===== src/rtl/pll_ctrl_pkg.sv =====
// Shared types and constants for the PLL dynamic-phase controller.
// PRST exists only when PLL_LOCK_WATCHDOG_EN is defined.
package pll_ctrl_pkg;

  localparam int SEL_W = 3;
  localparam logic [SEL_W-1:0] PHASE_SEL_MAX = 3'd5;

  typedef enum logic [2:0] {
    IDLE      = 3'd0,
    SETUP     = 3'd1,
    STEP      = 3'd2,
    GAP       = 3'd3,
    LOAD      = 3'd4,
    WAIT_LOCK = 3'd5
`ifdef PLL_LOCK_WATCHDOG_EN
    ,
    PRST      = 3'd6
`endif
  } state_t;

  // Selects 0-4 address CLKOUT0-4, 5 addresses feedback; 6-7 are unused codes.
  function automatic logic sel_valid(input logic [SEL_W-1:0] sel);
    return (sel <= PHASE_SEL_MAX);
  endfunction

endpackage


===== src/rtl/pll_lock_mon.sv =====
// Counts consecutive synchronised lock-low cycles while enabled; flags
// expiry on the LOCK_TIMEOUT-th consecutive low cycle.
module pll_lock_mon #(
  parameter int LOCK_TIMEOUT = 1024
) (
  input  logic clk,
  input  logic rst,
  input  logic enable,
  input  logic lock,
  output logic expired
);

  localparam int CNT_W = $clog2(LOCK_TIMEOUT + 1);

  logic [CNT_W-1:0] cnt;

  always_ff @(posedge clk) begin
    if (rst) begin
      cnt <= '0;
    end else if (!enable || lock) begin
      cnt <= '0;
    end else if (cnt != CNT_W'(LOCK_TIMEOUT - 1)) begin
      cnt <= cnt + CNT_W'(1);
    end else begin
      cnt <= cnt;
    end
  end

  assign expired = enable && !lock && (cnt == CNT_W'(LOCK_TIMEOUT - 1));

endmodule


===== src/rtl/pll_phase_ctrl.sv =====
// Sequences PLL dynamic phase-shift requests (step pulses, load, relock wait).
// Optional PLL_LOCK_WATCHDOG_EN adds lock-loss recovery through a PLL reset pulse.
module pll_phase_ctrl
  import pll_ctrl_pkg::*;
#(
  parameter int STEP_GAP     = 4,
  parameter int LOCK_TIMEOUT = 1024,
  parameter int RST_CYCLES   = 16
) (
  input  logic             clk,
  input  logic             rst,
  input  logic             req_valid,
  output logic             req_ready,
  input  logic [SEL_W-1:0] req_sel,
  input  logic             req_dir,
  input  logic [7:0]       req_steps,
  output logic             done,
  output logic             err,
  output logic             busy,
  input  logic             pll_lock,
  output logic [SEL_W-1:0] phase_sel,
  output logic             phase_dir,
  output logic             phase_step_n,
  output logic             load_phase,
  output logic             pll_rst
);

  localparam int MAX_A   = (STEP_GAP > LOCK_TIMEOUT) ? STEP_GAP : LOCK_TIMEOUT;
  localparam int TMR_MAX = (MAX_A > RST_CYCLES) ? MAX_A : RST_CYCLES;
  localparam int TMR_W   = $clog2(TMR_MAX + 1);

  state_t           state, next_state;
  logic [7:0]       steps_left, steps_nxt;
  logic [TMR_W-1:0] tmr, tmr_nxt;
  logic             lock_meta, lock_sync;
  logic             accept, done_s, err_s, capture_s;

  assign accept    = req_valid && req_ready;
  assign req_ready = (state == IDLE) && lock_sync && !rst;
  assign busy      = (state != IDLE);

`ifdef PLL_LOCK_WATCHDOG_EN
  logic active, active_nxt;
  logic retried, retried_nxt;
  logic wd_expired;

  pll_lock_mon #(
    .LOCK_TIMEOUT(LOCK_TIMEOUT)
  ) u_lock_mon (
    .clk     (clk),
    .rst     (rst),
    .enable  (state == IDLE),
    .lock    (lock_sync),
    .expired (wd_expired)
  );
`endif

  always_ff @(posedge clk) begin
    if (rst) begin
      lock_meta <= 1'b0;
      lock_sync <= 1'b0;
    end else begin
      lock_meta <= pll_lock;
      lock_sync <= lock_meta;
    end
  end

  always_comb begin
    next_state = state;
    steps_nxt  = steps_left;
    tmr_nxt    = tmr;
    done_s     = 1'b0;
    err_s      = 1'b0;
    capture_s  = 1'b0;
`ifdef PLL_LOCK_WATCHDOG_EN
    active_nxt  = active;
    retried_nxt = retried;
`endif
    case (state)
      IDLE: begin
        if (accept) begin
          if (!sel_valid(req_sel)) begin
            done_s = 1'b1;
            err_s  = 1'b1;
          end else begin
            capture_s = 1'b1;
            if (req_steps == 8'd0) begin
              done_s = 1'b1;
            end else begin
              next_state = SETUP;
              steps_nxt  = req_steps;
`ifdef PLL_LOCK_WATCHDOG_EN
              active_nxt  = 1'b1;
              retried_nxt = 1'b0;
`endif
            end
          end
`ifdef PLL_LOCK_WATCHDOG_EN
        end else if (wd_expired) begin
          // Lock lost with no request pending: recover silently.
          next_state  = PRST;
          tmr_nxt     = '0;
          active_nxt  = 1'b0;
          retried_nxt = 1'b0;
`endif
        end else begin
          next_state = IDLE;
        end
      end
      SETUP: next_state = STEP;
      STEP: begin
        steps_nxt  = steps_left - 8'd1;
        tmr_nxt    = '0;
        next_state = GAP;
      end
      GAP: begin
        if (tmr == TMR_W'(STEP_GAP - 1)) begin
          next_state = (steps_left == 8'd0) ? LOAD : STEP;
        end else begin
          tmr_nxt = tmr + TMR_W'(1);
        end
      end
      LOAD: begin
        tmr_nxt    = '0;
        next_state = WAIT_LOCK;
      end
      WAIT_LOCK: begin
        if (lock_sync) begin
          next_state = IDLE;
`ifdef PLL_LOCK_WATCHDOG_EN
          done_s = active;
`else
          done_s = 1'b1;
`endif
        end else if (tmr == TMR_W'(LOCK_TIMEOUT - 1)) begin
`ifdef PLL_LOCK_WATCHDOG_EN
          if (retried) begin
            next_state = IDLE;
            done_s     = active;
            err_s      = active;
          end else begin
            next_state  = PRST;
            tmr_nxt     = '0;
            retried_nxt = 1'b1;
          end
`else
          next_state = IDLE;
          done_s     = 1'b1;
          err_s      = 1'b1;
`endif
        end else begin
          tmr_nxt = tmr + TMR_W'(1);
        end
      end
`ifdef PLL_LOCK_WATCHDOG_EN
      PRST: begin
        if (tmr == TMR_W'(RST_CYCLES - 1)) begin
          tmr_nxt    = '0;
          next_state = WAIT_LOCK;
        end else begin
          tmr_nxt = tmr + TMR_W'(1);
        end
      end
`endif
      default: next_state = IDLE;
    endcase
  end

  // Pin registers are loaded from next_state so they line up with the state.
  always_ff @(posedge clk) begin
    if (rst) begin
      state        <= IDLE;
      steps_left   <= 8'd0;
      tmr          <= '0;
      phase_sel    <= '0;
      phase_dir    <= 1'b0;
      phase_step_n <= 1'b1;
      load_phase   <= 1'b0;
      done         <= 1'b0;
      err          <= 1'b0;
    end else begin
      state        <= next_state;
      steps_left   <= steps_nxt;
      tmr          <= tmr_nxt;
      phase_step_n <= (next_state != STEP);
      load_phase   <= (next_state == LOAD);
      done         <= done_s;
      err          <= err_s;
      if (capture_s) begin
        phase_sel <= req_sel;
        phase_dir <= req_dir;
      end else begin
        phase_sel <= phase_sel;
        phase_dir <= phase_dir;
      end
    end
  end

`ifdef PLL_LOCK_WATCHDOG_EN
  always_ff @(posedge clk) begin
    if (rst) begin
      active  <= 1'b0;
      retried <= 1'b0;
      pll_rst <= 1'b0;
    end else begin
      active  <= active_nxt;
      retried <= retried_nxt;
      pll_rst <= (next_state == PRST);
    end
  end
`else
  assign pll_rst = 1'b0;
`endif

endmodule


===== config.mk =====
export PLATFORM = sky130hd
export DESIGN_NAME = pll_phase_ctrl
export DESIGN_NICKNAME = d
export VERILOG_FILES = /design/src/rtl/pll_ctrl_pkg.sv /design/src/rtl/pll_lock_mon.sv /design/src/rtl/pll_phase_ctrl.sv
export SDC_FILE = /design/constraint.sdc
export NUM_CORES = 1
export LEC_CHECK = 0
export ABC_AREA = 1
export CAP_MARGIN = 15
export CORE_UTILIZATION = 45
export DETAILED_ROUTE_END_ITERATION = 16
export DONT_BUFFER_PORTS = 1
export GPL_TIMING_DRIVEN = 0
export PLACE_DENSITY = 0.69
export SLEW_MARGIN = 20
export SYNTH_ARGS = -nofsm -noshare
export SYNTH_HDL_FRONTEND = slang
export SYNTH_HIERARCHICAL = 1
export SYNTH_SLANG_ARGS = --single-unit

===== constraint.sdc =====
create_clock -name clk -period 4.8 [get_ports clk]
set_clock_uncertainty 0.15 [all_clocks]
set_input_delay 0.48 -clock clk [delete_from_list [all_inputs] [get_ports clk]]
set_output_delay 0.48 -clock clk [all_outputs]
set_load 0.005 [all_outputs]

==> impl_metrics.json, run 1 <==
{
  "outcome": "completed",
  "max_freq_mhz": 533,
  "cts_setup_buffers": 0,
  "max_cap_viol_count": 0,
  "power.density_nw_per_um2": 240,
  "diodes": 0,
  "synth_top_family_by_area": "simple AND/OR/NAND/NOR gates",
  "synthesis.area_um2": 2010,
  "worst_slew_pin_slew_ns": 0.596,
  "path_max_fanout": 10,
  "post_synth_and_or_nand_nor_area_fraction": 0.429,
  "core_um2": 4140,
  "holdCritPathClass": "input pin to flip-flop",
  "muxShareOfSynthArea": 0,
  "start_util": 0.485,
  "peakVddDrop_mv": 0.213,
  "first_pass_iters": 5,
  "clk_pin_slew_ns": 0.06,
  "finalSetupTns_ns": 0,
  "endpoint_kind": "flip-flop",
  "routed_wirelength_mm": 4.08,
  "dieHeight_um": 68.8,
  "r2r_cells": 9,
  "io_buffers": 0,
  "grt_usage": 0.185,
  "dp_hpwl_mm": 3.08,
  "synth_area_leaders": "dfxtp_1, nand2_1, nor2_1, inv_1, a21oi_2",
  "avgSynthCellArea_um2": 6.86,
  "hold_start": "pll_lock",
  "via_per_inst": 4.99,
  "synth_top_area_share": 0.319,
  "synth_cell_types": 39,
  "grt_pass1_wl_mm": 6.40,
  "ys_seq_area_frac": 0.319,
  "hold_viol_final": 0,
  "cts_sinks": 32,
  "die_area_um2": 4740,
  "synth-compound-area-share": 0.128,
  "h-tree-depth": 2,
  "grt_overflow_total": 0,
  "setup_viol": 0,
  "dr.first_iter.drc_count": 75,
  "synthArstFlopShare": 0,
  "wl_met3_um": 215,
  "crit_start": "tmr[0]",
  "fill_cells": 438,
  "clk_latency_ns": 0.28,
  "slew-limit-headroom": 0.603,
  "vias": 1746,
  "min_path_cells": 2,
  "grt_max_degree": 11,
  "ys.flop_type": "dfxtp_1",
  "ant_nets": 0,
  "critPathKind": "flip-flop to flip-flop",
  "grt_setup_unrepaired": "no",
  "ctsRootBufferMaster": "clkbuf_8",
  "fin_crit_sh": 0.391,
  "p_total_w": 0.000517,
  "worst_ep_arrival_time_ns": 1.90,
  "syn_nets": 313,
  "postSynthCellCount": 293,
  "yosys.area.top_type": "dfxtp_1",
  "pin_count": 27,
  "drc_errors": 0,
  "cts_hold_buf": 0,
  "cts_buffers": 5,
  "met1Wirelength_mm": 2.10,
  "drv_slew": 0,
  "layout_min_cycle_time_ns": 1.88,
  "yosys_warnings": 6,
  "die_w_um": 68.8,
  "cts_tree": "built",
  "top_layer_used": "met4",
  "synth-seq-cells": 32,
  "yosysMostFrequentCell": "nand2_1",
  "required_ns": 4.82,
  "final_layout_size_suffix_gt1_frac": 0.203,
  "synth_edf_count": 0,
  "final_nets": 320,
  "antenna_found_initial": 0,
  "synthTopCellsByCount": "nand2_1, nor2_1, dfxtp_1, inv_1, nand3_1",
  "grt_pass1_vias": 1453,
  "leakage_nw": 0.910,
  "synthXorXnorAreaFrac": 0.0131,
  "syn_to_final_growth_pct": 6.97,
  "cts_resized": 0,
  "cts_buffer_depth": 2,
  "rows": 23,
  "gp_congestion": 0.867,
  "synthAdderAreaFrac": 0.0249,
  "met2_length_mm": 1.72,
  "wire_per_inst_um": 11.7,
  "start_kind": "flip-flop",
  "reg2reg_from": "tmr[0]"
}
==> layout by cell type (no fill, tap or decap), types with 5 or more instances in the layout <==
cell       n
nand2_1   70
nor2_1    45
dfxtp_1   32
inv_1     27
nand3_1   16
a21oi_1   14
nand2_2   13
a21oi_2   11
o21ai_0    7
nor2_2     5
clkbuf_8   5
==> per-stage QoR <==
| stage | setup slack, ns | instance area [um2] | instances | util | hold slack [ns] |
|---|---|---|---|---|---|
| after detailed placement | 2.95 | 2070 | 343 | 0.500 | 0.245 |
| after global routing | 2.82 | 2150 | 350 | 0.519 | 0.157 |
| after CTS | 2.94 | 2150 | 350 | 0.519 | 0.139 |
| after global placement | 2.97 | 2070 | 343 | 0.500 | 0.242 |
| after floorplan | 3.13 | 2010 | 293 | - | 0.238 |
| final | 2.92 | 2150 | 350 | 0.519 | 0.151 |
==> per-layer routing <==
layer,GRT usage,vias up
li1,-,941
met4,0.0842,0
met1,0.256,768
met2,0.268,33
met3,0.0428,4
met5,0,-
==> worst max-delay path, stage by stage, from the launching register on <==
cell and delay [ns]:
dfxtp_1 0.48, ha_1 0.31, nand2_1 0.12, nor2_4 0.16
nand3_4 0.11, nand2_2 0.07, nor2_2 0.05, buf_6 0.16
a21oi_2 0.12, nor2_1 0.04
==> report_power, final <==
part	switching, W	internal [W]	leakage [nW]
combinational	0.0000332	0.0000167	0.610
clock	0.0000944	0.0000984	0.0410
sequential	0.00000390	0.000270	0.259
total	0.000131	0.000385	0.910
==> path summary, 6_finish.rpt <==
check | to | slack [ns]
worst min-delay path | lock_meta | 0.15
worst min register to register | lock_sync | 0.25
worst max-delay path | tmr[3] | 2.92
worst max register to register | tmr[3] | 2.92
==> layout make-up <==
class                      instances  area [um2]  share of cell area
inverter                          32         123              0.0570
buffer                             6        46.3              0.0215
clock buffer                       6        72.6              0.0338
clock inverter                     1        5.00             0.00233
multi-input combinational        223        1200               0.558
tap                               50        62.6              0.0291
sequential                        32         641               0.298
==> sequential cells by signal (all words and copies together), names as in the netlist <==
signal	flops
done	1
err	1
load_phase	1
lock_meta	1
lock_sync	1
phase_dir	1
phase_sel	3
phase_step_n	1
state	3
steps_left	8
tmr	11
==> cell families after synthesis <==
logic type                 after synthesis
DFF                                     32
AOI/OAI and AO/OA                       41
and+or+nand+nor                        174
other                                    1
buffers and inverters                   38
adders and majority gates                4
xor gates and xnor gates                 3
No activity file was read; power rests on OpenSTA's default activity.
==> inputs of run 2 (changes only) <==
--- a/config.mk
+++ b/config.mk
@@ -11,7 +11,7 @@
 export DETAILED_ROUTE_END_ITERATION = 16
 export DONT_BUFFER_PORTS = 1
 export GPL_TIMING_DRIVEN = 0
-export PLACE_DENSITY = 0.69
+export PLACE_DENSITY = 0.71
 export SLEW_MARGIN = 20
 export SYNTH_ARGS = -nofsm -noshare
 export SYNTH_HDL_FRONTEND = slang
==> constraint.sdc (replaced) <==
create_clock -name clk -period 1.7 [get_ports clk]
set_clock_uncertainty 0.15 [all_clocks]
set_input_delay 0.17 -clock clk [delete_from_list [all_inputs] [get_ports clk]]
set_output_delay 0.17 -clock clk [all_outputs]
set_load 0.005 [all_outputs]
==> impl_metrics.json, run 2 (synthesis results as in run 1) <==
{
  "dp_cells": 343,
  "core_um2": 4140,
  "holdCritPathClass": "input pin to flip-flop",
  "dieHeight_um": 68.8,
  "pin_count": 27,
  "mostFrequentLayoutCell": "nand2_1",
  "switching_share": 0.257,
  "leakage_nw": 0.995,
  "grt_pass1_vias": 1567,
  "clk_pin_slew_ns": 0.07,
  "endpoint_kind": "flip-flop",
  "cts_tree": "built",
  "switchingPower_w": 0.000385,
  "wl_met3_um": 177,
  "final_layout_size_suffix_gt1_frac": 0.223,
  "cts_buffers": 5,
  "drc_errors": 0,
  "fin_area_um2": 2370,
  "layout_min_cycle_time_ns": 1.62,
  "first_pass_iters": 4,
  "outcome": "completed",
  "h-tree-depth": 2,
  "vias": 1832,
  "routed_wirelength_mm": 4.32,
  "io_buffers": 0,
  "setup_viol": 0,
  "dr.first_iter.drc_count": 77,
  "r2r_cells": 9,
  "syn_to_final_growth_pct": 18.0,
  "max_freq_mhz": 619,
  "p_clk_frac": 0.367,
  "met1Wirelength_mm": 1.99,
  "power.density_nw_per_um2": 632,
  "hold_start": "req_valid",
  "cts_sinks": 32,
  "largest-register": "tmr",
  "whs_ns": 0.0467,
  "grt_max_degree": 11,
  "gp_congestion": 0.837,
  "ant_nets": 0,
  "layout_setup_ws_ns": 0.0848,
  "ctsRootBufferMaster": "clkbuf_8",
  "hold_path_end": "phase_sel[1]",
  "min_path_cells": 3,
  "final_cell_mix": "nand2_1, nor2_1, dfxtp_1, inv_1, nand3_1",
  "grt_usage": 0.196,
  "grt_pass1_wl_mm": 6.69,
  "via_per_inst": 4.98,
  "finalSetupTns_ns": 0,
  "largest_register_ffs": 11,
  "pre_cts_slack_ns": -0.112,
  "slew-limit-headroom": 0.654,
  "p_int_w": 0.00111,
  "die_w_um": 68.8,
  "place_area_um2": 2070,
  "worst_ep_arrival_time_ns": 1.64,
  "fin_crit_sh": 0.950,
  "die_area_um2": 4740,
  "dp_hpwl_mm": 3.10,
  "peakVddDrop_mv": 0.516,
  "seq_power_share": 0.516,
  "path_max_fanout": 10,
  "met2_length_mm": 2.07,
  "wire_per_inst_um": 11.7,
  "required_ns": 1.72,
  "grt_overflow_total": 0,
  "rows": 23,
  "worst_slew_pin_slew_ns": 0.518,
  "clk_latency_ns": 0.29,
  "top_layer_used": "met4",
  "r2r_setup_slack_ns": 0.08,
  "max_cap_viol_count": 0,
  "hold_viol_final": 0,
  "cts_buffer_depth": 2,
  "drv_slew": 0,
  "final_nets": 338,
  "diodes": 0,
  "finalNonFillerCells": 368,
  "r2r-end": "tmr[3]",
  "critPathKind": "flip-flop to flip-flop",
  "power_frac_comb": 0.117,
  "reg2reg_from": "tmr[1]",
  "start_util": 0.485,
  "reg_top3": "tmr x11, steps_left x8",
  "antenna_found_initial": 0,
  "start_kind": "flip-flop"
}
## run 2: changes by cell type in the layout (fill, tap and decap cells not counted), moves of 2 or more
cell           delta
dlygate4sd3_1    +15
dfxtp_2           +2
dfxtp_1           -3
buf_4             +3
ha_1              -2
## run 2: timing repair
item | in CTS | in global routing
pin swaps | 0 | 3
buffers inserted | 0 | 3
setup endpoints to repair | 15 | 17
hold buffers | 15 | 0
endpoints found under the hold margin | 21 | 0
resized for setup | 4 | 8
## run 2: worst max path at each step
stage / from / endpoint / slack, ns / cells after the start
floorplan: tmr[0] / tmr[3] / 0.03 / 9
global placement: tmr[0] / tmr[3] / -0.1 / 9
detailed placement: tmr[0] / tmr[3] / -0.11 / 9
CTS: tmr[0] / tmr[3] / 0.006 / 9
global route: tmr[1] / tmr[3] / -0.002 / 9
finish: tmr[1] / tmr[3] / 0.08 / 9
## run 2: per-stage QoR
stage / utilization / power (W)
3_5_place_dp: 0.500 / 0.000930
2_1_floorplan: - / 0.000902
6_report: 0.572 / 0.00150
5_1_grt: 0.572 / 0.00157
3_3_place_gp: 0.500 / 0.000928
4_1_cts: 0.557 / 0.00151
## run 2: cell type report
type	instances	area (um2)
Clock inverter	1	5.00
Buffer	6	46.3
Multi-Input combinational cell	223	1240
Clock buffer	6	72.6
Sequential cell	32	647
Timing Repair Buffer	18	173
Inverter	32	123
Tap cell	50	62.6
Fill cell	398	1770
## run 2: layer usage
layer | GRT usage | vias up
met3 | 0.0411 | 9
met4 | 0.102 | 0
met2 | 0.332 | 30
li1 | - | 981
met5 | 0 | -
met1 | 0.232 | 812
## run 2: worst max-delay path, cell delays in order (launching register included)
cell	delay (ns)
dfxtp_2	0.37
ha_2	0.20
inv_1	0.06
nor2_4	0.13
nand4_4	0.13
nand2_2	0.09
nor2_2	0.05
buf_6	0.15
a21oi_2	0.11
nor2_1	0.05
## run 2: power groups by stage
stage | logic (W) | registers (W) | clock network, W
6_report | 0.000176 | 0.000773 | 0.000550
5_1_grt | 0.000201 | 0.000774 | 0.000595
4_1_cts | 0.000169 | 0.000773 | 0.000567
3_5_place_dp | 0.000139 | 0.000791 | 0
3_3_place_gp | 0.000138 | 0.000790 | 0
2_1_floorplan | 0.000114 | 0.000788 | 0
==> inputs of run 3 (changes only) <==
--- a/config.mk
+++ b/config.mk
@@ -11,7 +11,8 @@
 export DETAILED_ROUTE_END_ITERATION = 16
 export DONT_BUFFER_PORTS = 1
 export GPL_TIMING_DRIVEN = 0
-export PLACE_DENSITY = 0.71
+export PLACE_DENSITY = 0.69
+export SKIP_CTS_REPAIR_TIMING = 1
 export SLEW_MARGIN = 20
 export SYNTH_ARGS = -nofsm -noshare
 export SYNTH_HDL_FRONTEND = slang
==> constraint.sdc (replaced) <==
create_clock -name clk -period 1.9 [get_ports clk]
set_clock_uncertainty 0.15 [all_clocks]
set_input_delay 0.19 -clock clk [delete_from_list [all_inputs] [get_ports clk]]
set_output_delay 0.19 -clock clk [all_outputs]
set_load 0.005 [all_outputs]
==> impl_metrics.json, run 3 (synthesis results as in run 1) <==
{
  "cts_tree": "built",
  "crit_chain": "ha_1 > nand2_1 > nor2_4 > nand3_4 > nand2_2 > nor2_2 > buf_6 > a21oi_2 > nor2_1",
  "worst_ep_arrival_time_ns": 1.80,
  "grt_pass1_vias": 1453,
  "r2r-end": "tmr[3]",
  "reg_top3": "tmr x11, steps_left x8",
  "crit_start": "tmr[0]",
  "dieHeight_um": 68.8,
  "gp_congestion": 0.867,
  "max_stage_delay_ns": 0.41,
  "antenna_found_initial": 0,
  "first_pass_iters": 4,
  "clk_latency_ns": 0.29,
  "pin_count": 27,
  "holdCritPathClass": "input pin to flip-flop",
  "ctsRootBufferMaster": "clkbuf_8",
  "max_cap_viol_count": 0,
  "hold_viol_final": 10,
  "via_per_inst": 5.01,
  "ant_nets": 0,
  "finalNonFillerCells": 357,
  "start_util": 0.485,
  "dr.first_iter.drc_count": 91,
  "setup_viol": 0,
  "die_w_um": 68.8,
  "syn_to_final_growth_pct": 10.5,
  "drv_slew": 0,
  "largest_register_ffs": 11,
  "r2r_cells": 9,
  "largest-register": "tmr",
  "start_kind": "flip-flop",
  "drc_errors": 0,
  "layout_min_cycle_time_ns": 1.77,
  "cts_buffer_depth": 2,
  "final_cell_mix": "nand2_1, nor2_1, dfxtp_1, inv_1, nand3_1",
  "violations": "negative hold slack",
  "fin_crit_sh": 0.933,
  "cts_buffers": 5,
  "grt_overflow_total": 0,
  "place_area_um2": 2070,
  "power.density_nw_per_um2": 594,
  "peakVddDrop_mv": 0.538,
  "fin_area_um2": 2220,
  "grt_max_degree": 11,
  "h-tree-depth": 2,
  "dp_cells": 343,
  "clk_pin_slew_ns": 0.06,
  "fin_util": 0.536,
  "routed_wirelength_mm": 4.15,
  "cp_num_cells": 9,
  "leakage_nw": 0.940,
  "slew-limit-headroom": 0.600,
  "endpoint_kind": "flip-flop",
  "diodes": 0,
  "max_freq_mhz": 564,
  "dp_hpwl_mm": 3.08,
  "vias": 1787,
  "rows": 23,
  "required_ns": 1.92,
  "core_um2": 4140,
  "reg2reg_from": "tmr[0]",
  "outcome": "complete, but fails checks",
  "mostFrequentLayoutCell": "nand2_1",
  "critPathKind": "flip-flop to flip-flop",
  "whs_ns": -0.0716,
  "final_nets": 327,
  "io_buffers": 0,
  "die_area_um2": 4740,
  "setup.worst_path.end": "tmr[3]",
  "cts_sinks": 32,
  "p_total_w": 0.00132,
  "grt_pass1_wl_mm": 6.40,
  "path_delay_family": "simple AND/OR/NAND/NOR gates",
  "wire_per_inst_um": 11.6,
  "grt_setup_unrepaired": "no",
  "path_buf_inv": 1,
  "r2r_setup_slack_ns": 0.13,
  "cp_slowest_cell": "dfxtp_2",
  "worst_slew_pin_slew_ns": 0.600,
  "grt_usage": 0.185,
  "path_max_fanout": 10,
  "finalSetupTns_ns": 0,
  "final_layout_size_suffix_gt1_frac": 0.202,
  "hold_start": "rst"
}
## run 3: cell count changes in the layout (fill, tap and decap cells not counted), sizes merged
| cell | change |
|---|---|
| dlygate4sd3 | -8 |
| buf | -3 |
## run 3: cell type report
class                   instances  area (um2)
repair buffers                  7        70.1
flip-flops and latches         32         642
plain buffers                   6        46.3
inverters                      32         123
clock buffers                   6        72.6
multi-input cells             223        1200
fillers                       427        1920
clock inverters                 1        5.00
well taps                      50        62.6
## run 3: worst min-delay path by stage
| stage | to | slack (ns) | depth (start not counted) |
|---|---|---|---|
| 2_1_floorplan | lock_meta | 0.15 | 2 |
| 3_3_place_gp | lock_meta | 0.15 | 2 |
| 3_5_place_dp | lock_meta | 0.16 | 2 |
| 4_1_cts | lock_meta | -0.15 | 2 |
| 5_1_grt | phase_step_n | -0.05 | 2 |
| 6_report | phase_step_n | -0.07 | 2 |
## run 3: metrics by stage
| step | hold slack [ns] | worst slack [ns] |
|---|---|---|
| after detailed placement | 0.158 | 0.0466 |
| after floorplan | 0.147 | 0.234 |
| after global placement | 0.151 | 0.0746 |
| final | -0.0716 | 0.127 |
| after CTS | -0.151 | 0.0371 |
| after global routing | -0.0507 | 0.00183 |
## run 3: where the power goes
part / total, W / internal, W / switching [W]
clock: 0.000490 / 0.000249 / 0.000241
sequential: 0.000693 / 0.000683 / 0.00000979
combinational: 0.000138 / 0.0000517 / 0.0000859
## run 3: layer usage
metal	vias up	wire length (um)	track usage
li1	956	-	-
met1	787	2080	0.256
met2	38	1810	0.268
met3	6	201	0.0428
met4	0	70	0.0842
met5	-	0	0
